==> src/rtl/ga_mutation_algo.sv <==
// ga_mutation_algo
// -----------------------------------------------------------------------------
// Mutation stage of a genetic-algorithm pipeline. The block accepts one
// crossover child at a time, walks its active elements one per cycle, and
// flips a single random bit in each element whose random draw falls below
// the mutation rate. The mutated chromosome is then presented downstream
// until it is acknowledged.
//
// Ports
//   clk           rising-edge clock
//   rstn          synchronous active-low reset
//   sw_rst        synchronous active-high soft reset (same effect as rstn)
//   cnfg_m        active element count (values above M_MAX are clamped)
//   cnfg_mut_rate per-element mutation threshold
//   rand_data     random word: [RATE_W-1:0] draw, [RAND_W-1:RATE_W] bit select
//   child_valid   crossover child available
//   child_ary     crossover child, M_MAX elements of DATA_W bits
//   child_ack     child accepted this cycle (combinational, IDLE only)
//   mutant_valid  mutated chromosome available
//   mutant_ary    mutated chromosome
//   mutant_ack    downstream accepts the mutant
//   mut_cnt       number of bit flips applied to the current mutant (saturating)
// -----------------------------------------------------------------------------
module ga_mutation_algo #(
    parameter int DATA_W     = 16,
    parameter int DATA_IDX_W = 4,
    parameter int M_MAX      = 32,
    parameter int M_MAX_W    = 6,
    parameter int RATE_W     = 8,
    localparam int RAND_W    = RATE_W + DATA_IDX_W
) (
    input  logic                          clk,
    input  logic                          rstn,
    input  logic                          sw_rst,
    input  logic [M_MAX_W-1:0]            cnfg_m,
    input  logic [RATE_W-1:0]             cnfg_mut_rate,
    input  logic [RAND_W-1:0]             rand_data,
    input  logic                          child_valid,
    input  logic [M_MAX-1:0][DATA_W-1:0]  child_ary,
    output logic                          child_ack,
    output logic                          mutant_valid,
    output logic [M_MAX-1:0][DATA_W-1:0]  mutant_ary,
    input  logic                          mutant_ack,
    output logic [M_MAX_W-1:0]            mut_cnt
);

    typedef enum logic [1:0] {
        IDLE   = 2'd0,
        MUTATE = 2'd1,
        OUT    = 2'd2
    } state_e;

    state_e                        state_q, state_d;
    logic [M_MAX-1:0][DATA_W-1:0]  buf_q, buf_d;
    logic [M_MAX_W-1:0]            m_q, m_d;
    logic [RATE_W-1:0]             rate_q, rate_d;
    logic [M_MAX_W-1:0]            idx_q, idx_d;
    logic [M_MAX_W-1:0]            cnt_q, cnt_d;
    logic                          valid_q, valid_d;

    logic                          rst_any;
    logic [M_MAX_W-1:0]            m_clamp;
    logic                          do_flip;
    logic [DATA_W-1:0]             flip_mask;

    assign rst_any = !rstn || sw_rst;

    // Child handshake is only offered while idle and out of reset, so a child
    // presented during MUTATE/OUT simply waits upstream.
    assign child_ack = (state_q == IDLE) && !rst_any;

    assign m_clamp   = (cnfg_m > M_MAX_W'(M_MAX)) ? M_MAX_W'(M_MAX) : cnfg_m;
    assign do_flip   = rand_data[RATE_W-1:0] < rate_q;
    assign flip_mask = DATA_W'(1) << rand_data[RAND_W-1:RATE_W];

    always_comb begin
        // NOTE: every next-state variable gets its hold value first; a path
        // that skips an assignment would otherwise infer a latch.
        state_d = state_q;
        buf_d   = buf_q;
        m_d     = m_q;
        rate_d  = rate_q;
        idx_d   = idx_q;
        cnt_d   = cnt_q;
        valid_d = 1'b0;

        unique case (state_q)
            IDLE: begin
                if (child_valid) begin
                    buf_d   = child_ary;
                    m_d     = m_clamp;
                    rate_d  = cnfg_mut_rate;
                    idx_d   = '0;
                    cnt_d   = '0;
                    state_d = (m_clamp == '0) ? OUT : MUTATE;
                end
            end

            MUTATE: begin
                if (do_flip) begin
                    for (int e = 0; e < M_MAX; e++) begin
                        if (M_MAX_W'(e) == idx_q) begin
                            buf_d[e] = buf_q[e] ^ flip_mask;
                        end
                    end
                    if (cnt_q != '1) begin
                        cnt_d = cnt_q + M_MAX_W'(1);
                    end
                end
                idx_d = idx_q + M_MAX_W'(1);
                if (idx_q == m_q - M_MAX_W'(1)) begin
                    state_d = OUT;
                end
            end

            OUT: begin
                // mutant_valid trails entry into OUT by one cycle; the ack is
                // only honoured once the mutant is actually being presented.
                if (valid_q && mutant_ack) begin
                    state_d = IDLE;
                end else begin
                    valid_d = 1'b1;
                end
            end

            default: state_d = IDLE;
        endcase
    end

    always_ff @(posedge clk) begin
        // NOTE: the chromosome buffer is reset along with the control state
        // because it drives mutant_ary, which must read zero out of reset.
        if (rst_any) begin
            state_q <= IDLE;
            buf_q   <= '0;
            m_q     <= '0;
            rate_q  <= '0;
            idx_q   <= '0;
            cnt_q   <= '0;
            valid_q <= 1'b0;
        end else begin
            // NOTE: non-blocking updates so every register samples the
            // pre-edge values computed above.
            state_q <= state_d;
            buf_q   <= buf_d;
            m_q     <= m_d;
            rate_q  <= rate_d;
            idx_q   <= idx_d;
            cnt_q   <= cnt_d;
            valid_q <= valid_d;
        end
    end

    assign mutant_valid = valid_q;
    assign mutant_ary   = buf_q;
    assign mut_cnt      = cnt_q;

endmodule
==> config.mk <==
export PLATFORM = sky130hd
export DESIGN_NAME = ga_mutation_algo
export DESIGN_NICKNAME = d
export VERILOG_FILES = /design/src/rtl/ga_mutation_algo.sv
export SDC_FILE = /design/constraint.sdc
export NUM_CORES = 2
export LEC_CHECK = 0
export BUFFER_PORTS_ARGS = -buffer_cell sky130_fd_sc_hd__clkbuf_2
export CORE_AREA = 2 2 410 412
export CTS_BUF_LIST = sky130_fd_sc_hd__clkbuf_8
export CTS_CLUSTER_SIZE = 30
export DETAILED_ROUTE_END_ITERATION = 8
export DIE_AREA = 0 0 412 414
export PLACE_DENSITY = 0.36
export SETUP_SLACK_MARGIN = 0.2
export SYNTH_ARGS = -nofsm -noshare
export SYNTH_HDL_FRONTEND = slang
export SYNTH_SLANG_ARGS = --single-unit
==> constraint.sdc <==
create_clock -name clk -period 2.8 [get_ports clk]
set_input_delay 0.28 -clock clk [delete_from_list [all_inputs] [get_ports clk]]
set_output_delay 0.28 -clock clk [all_outputs]
set_load 0.02 [all_outputs]
==> run summary <==
warning count from the yosys run -> 0
insertion delay of the later-clocked pin in the worst-skew pair -> 0.90 ns
DP Wirelength -> 144000 um
routed length per placed instance -> 30.5 um
class of the tightest hold or removal check -> in2reg
TritonCTS clock tree -> built
placement-stage worst setup slack -> -0.294 ns
fraction of registers with async set/reset -> 0%
Final Routed Wirelength -> 221000 um
final core occ -> 28.7%
Area Growth Syn to Fin -> 78.3%
Total Die Area -> 171000 um2
EDFF count, synth -> 0
Layout Skew -> 0.0736 ns
wire length of the first global-routing pass -> 279000 um
critical path peak fanout -> 7
slowest stage cell, crit path -> a2111oi_4
Die X -> 412 um
transition time at the pin with the least slew margin -> 0.988 ns
aggregate negative setup slack -> 0 ns
ordered cell list for the critical path -> inv_2 -> ha_4 -> a2111oi_4 -> nor3_4 -> buf_12 -> buf_6 -> o41ai_4 -> buf_6 -> buf_12 -> nand3_1 -> a32o_1
critical path type -> reg2reg
total global routing overflow -> 0
max-slew violation total from the final report -> 0
buffer type at the clock tree root -> clkbuf_8
placer congestion estimate -> 0.872
cell count after synthesis -> 3242
effective utilization at floorplan -> 16.1%
First-pass DRT Iterations -> 6
post-synthesis area per instance -> 8.26 um2
vias per cell -> 4.93
RSZ-0062 raised after global routing -> yes
pin count of the biggest net entering global routing -> 125
DRC violation total after the first TritonRoute iteration -> 3622
Worst slew margin -> 34.2%
Std-Cell Rows -> 150
outcome -> completed
crit path launch type -> flop
fin crit period -> 2.69 ns
combined global-route utilization of all metal layers -> 23.1%
Yosys top cell by area -> dfxtp_1
distinct cell type count after synthesis -> 50
antenna violations before repair -> 25
final worst setup slack -> 0.115 ns
number of routed nets with antenna violations -> 0
required time at the worst-slack endpoint -> 3.54 ns
Top delay family on crit path -> compound AO/OA/AOI/OAI gates
clock buffer count from CTS -> 112
via count -> 35800
register bit count reported by yosys -> 541
number of nets in the finished design -> 5525
remaining design rule violation count -> 0
Port Buf Inserts -> 1062
most numerous cell in the Yosys netlist -> nand2_1
WP buf/inv -> 5
top flip-flop cell by instance count after synthesis -> dfxtp_1
area of the core region -> 166000 um2
share of cells above drive strength 1 -> 37.4%
Reg clk slew, reported paths -> 0.06 ns
final clock period utilization by the worst path -> 95.9%
max-cap viol count -> 0
CTS Sinks -> 541
maximum root-to-sink buffer count -> 3
slowest cell delay on critical path -> 0.42 ns
share of the synthesized area in the top cell type -> 40.4%
maximum clock rate -> 372 MHz
ranking of synthesized cells by area -> dfxtp_1, a32o_1, a21oi_1
crit path DAT -> 3.42 ns
Die Height -> 414 um
vias in the first global route -> 34400
Worst Setup End Kind -> flop
Final setup violation count -> 0
sequential cell area fraction in the yosys report -> 40.4%
Pleak -> 0.0213 uW
power density over the cells -> 484 nW/um2
Max IR drop VDD -> 0.358 mV
number of endpoints with negative hold slack in the final report -> 0
number of H-tree levels -> 3
leading post-synthesis cells by instance count -> nand2_1, dfxtp_1, a21oi_1
Synthesized Nets -> 3798
Boundary Pins -> 1063
Post-Syn Area -> 26800 um2
## registers in the layout (all words and copies together) (netlist names)
name / cells
mutant_ary: 512
m_q: 6
mut_cnt: 6
mutant_valid: 1
rate_q: 8
idx_q: 6
state_q: 2
## routing by layer
metal  track usage (%)  share of wire, %  vias to the layer above
met5                 0             0.028                        -
met4              9.56               3.9                       10
met3              4.73               6.8                      380
met2              38.9                48                     1805
met1              28.4                41                    17800
li1                  -                 -                    15800
## final cells by class
type / count / area, um2
fill: 18000 / 119000
timing repair buffer: 1944 / 16100
multi-input combinational: 2357 / 15900
sequential: 541 / 10800
tap: 2204 / 2760
clock buffer: 125 / 1720
clock inverter: 66 / 410
inverter: 13 / 48.8
antenna: 9 / 22.5
## timing repair
action / CTS / global route
gates resized for setup: 79 / 309
pin swaps: 39 / 272
setup buffers: 26 / 39
endpoints found under the hold margin: 534 / 0
hold buffers: 543 / 0
cloned: 10 / 41
setup endpoints to repair: 463 / 480
## metrics by stage
| step | cells | area, um2 | power, uW | hold slack, ns |
|---|---|---|---|---|
| 6_report | 7259 | 47800 | 23100 | 0.201 |
| 4_1_cts | 7170 | 45000 | 22700 | 0.0774 |
| 5_1_grt | 7257 | 47700 | 24000 | 0.152 |
| 3_3_place_gp | 6400 | 36500 | 13100 | 0.448 |
| 2_1_floorplan | 3242 | 26800 | 10700 | 0.416 |
| 3_5_place_dp | 6400 | 36500 | 13100 | 0.451 |
## logic make-up (layout without fill, tap and decap cells)
kind of cell	Yosys count	in the layout	synth area share, %
simple gates	1192	1192	20.4
compound gates	1144	1144	32.2
flops	541	541	40.4
buf+inv	344	2148	6.03
fa+ha+maj	13	13	0.607
xor+xnor	6	6	0.196
mux	2	2	0.0794
other cells	0	9	0
## path summary, 6_finish.rpt
check	cells after the start	endpoint	slack (ns)	from
max	11	mutant_ary[154]$_SDFFE_PP0P_	0.11	rate_q[1]$_SDFFE_PP0P_
max reg2reg	11	mutant_ary[154]$_SDFFE_PP0P_	0.11	rate_q[1]$_SDFFE_PP0P_
min reg2reg	2	m_q[4]$_SDFFE_PP0P_	0.50	m_q[4]$_SDFFE_PP0P_
min	4	mutant_ary[79]$_SDFFE_PP0P_	0.20	child_ary[79]
## where the power goes
group          switching, uW  total (uW)  internal [uW]
Combinational           3640        6240           2600
Sequential               245        8240           8000
Clock                   4260        8630           4360
## worst min-delay path, stage by stage
cell	delay [ns]
clkbuf_2	0.29
nand2_1	0.17
nand3_2	0.10
a32o_1	0.14
## layout by cell type, fill, tap and decap left out, drive strengths merged, types with 6 or more instances in the layout
cell / instances
dfxtp: 541
nand2: 591
clkbuf: 1221
clkinv: 6
nor3: 9
nand3b: 6
a21oi: 539
a31oi: 21
nand3: 506
dlygate4sd3: 543
nor2: 16
buf: 305
a32o: 492
o21ai: 44
inv: 69
a21o: 22
nand2b: 9
nor2b: 37
ha: 13
o41ai: 10
diode: 9
No activity file was read; power rests on OpenSTA's default activity.
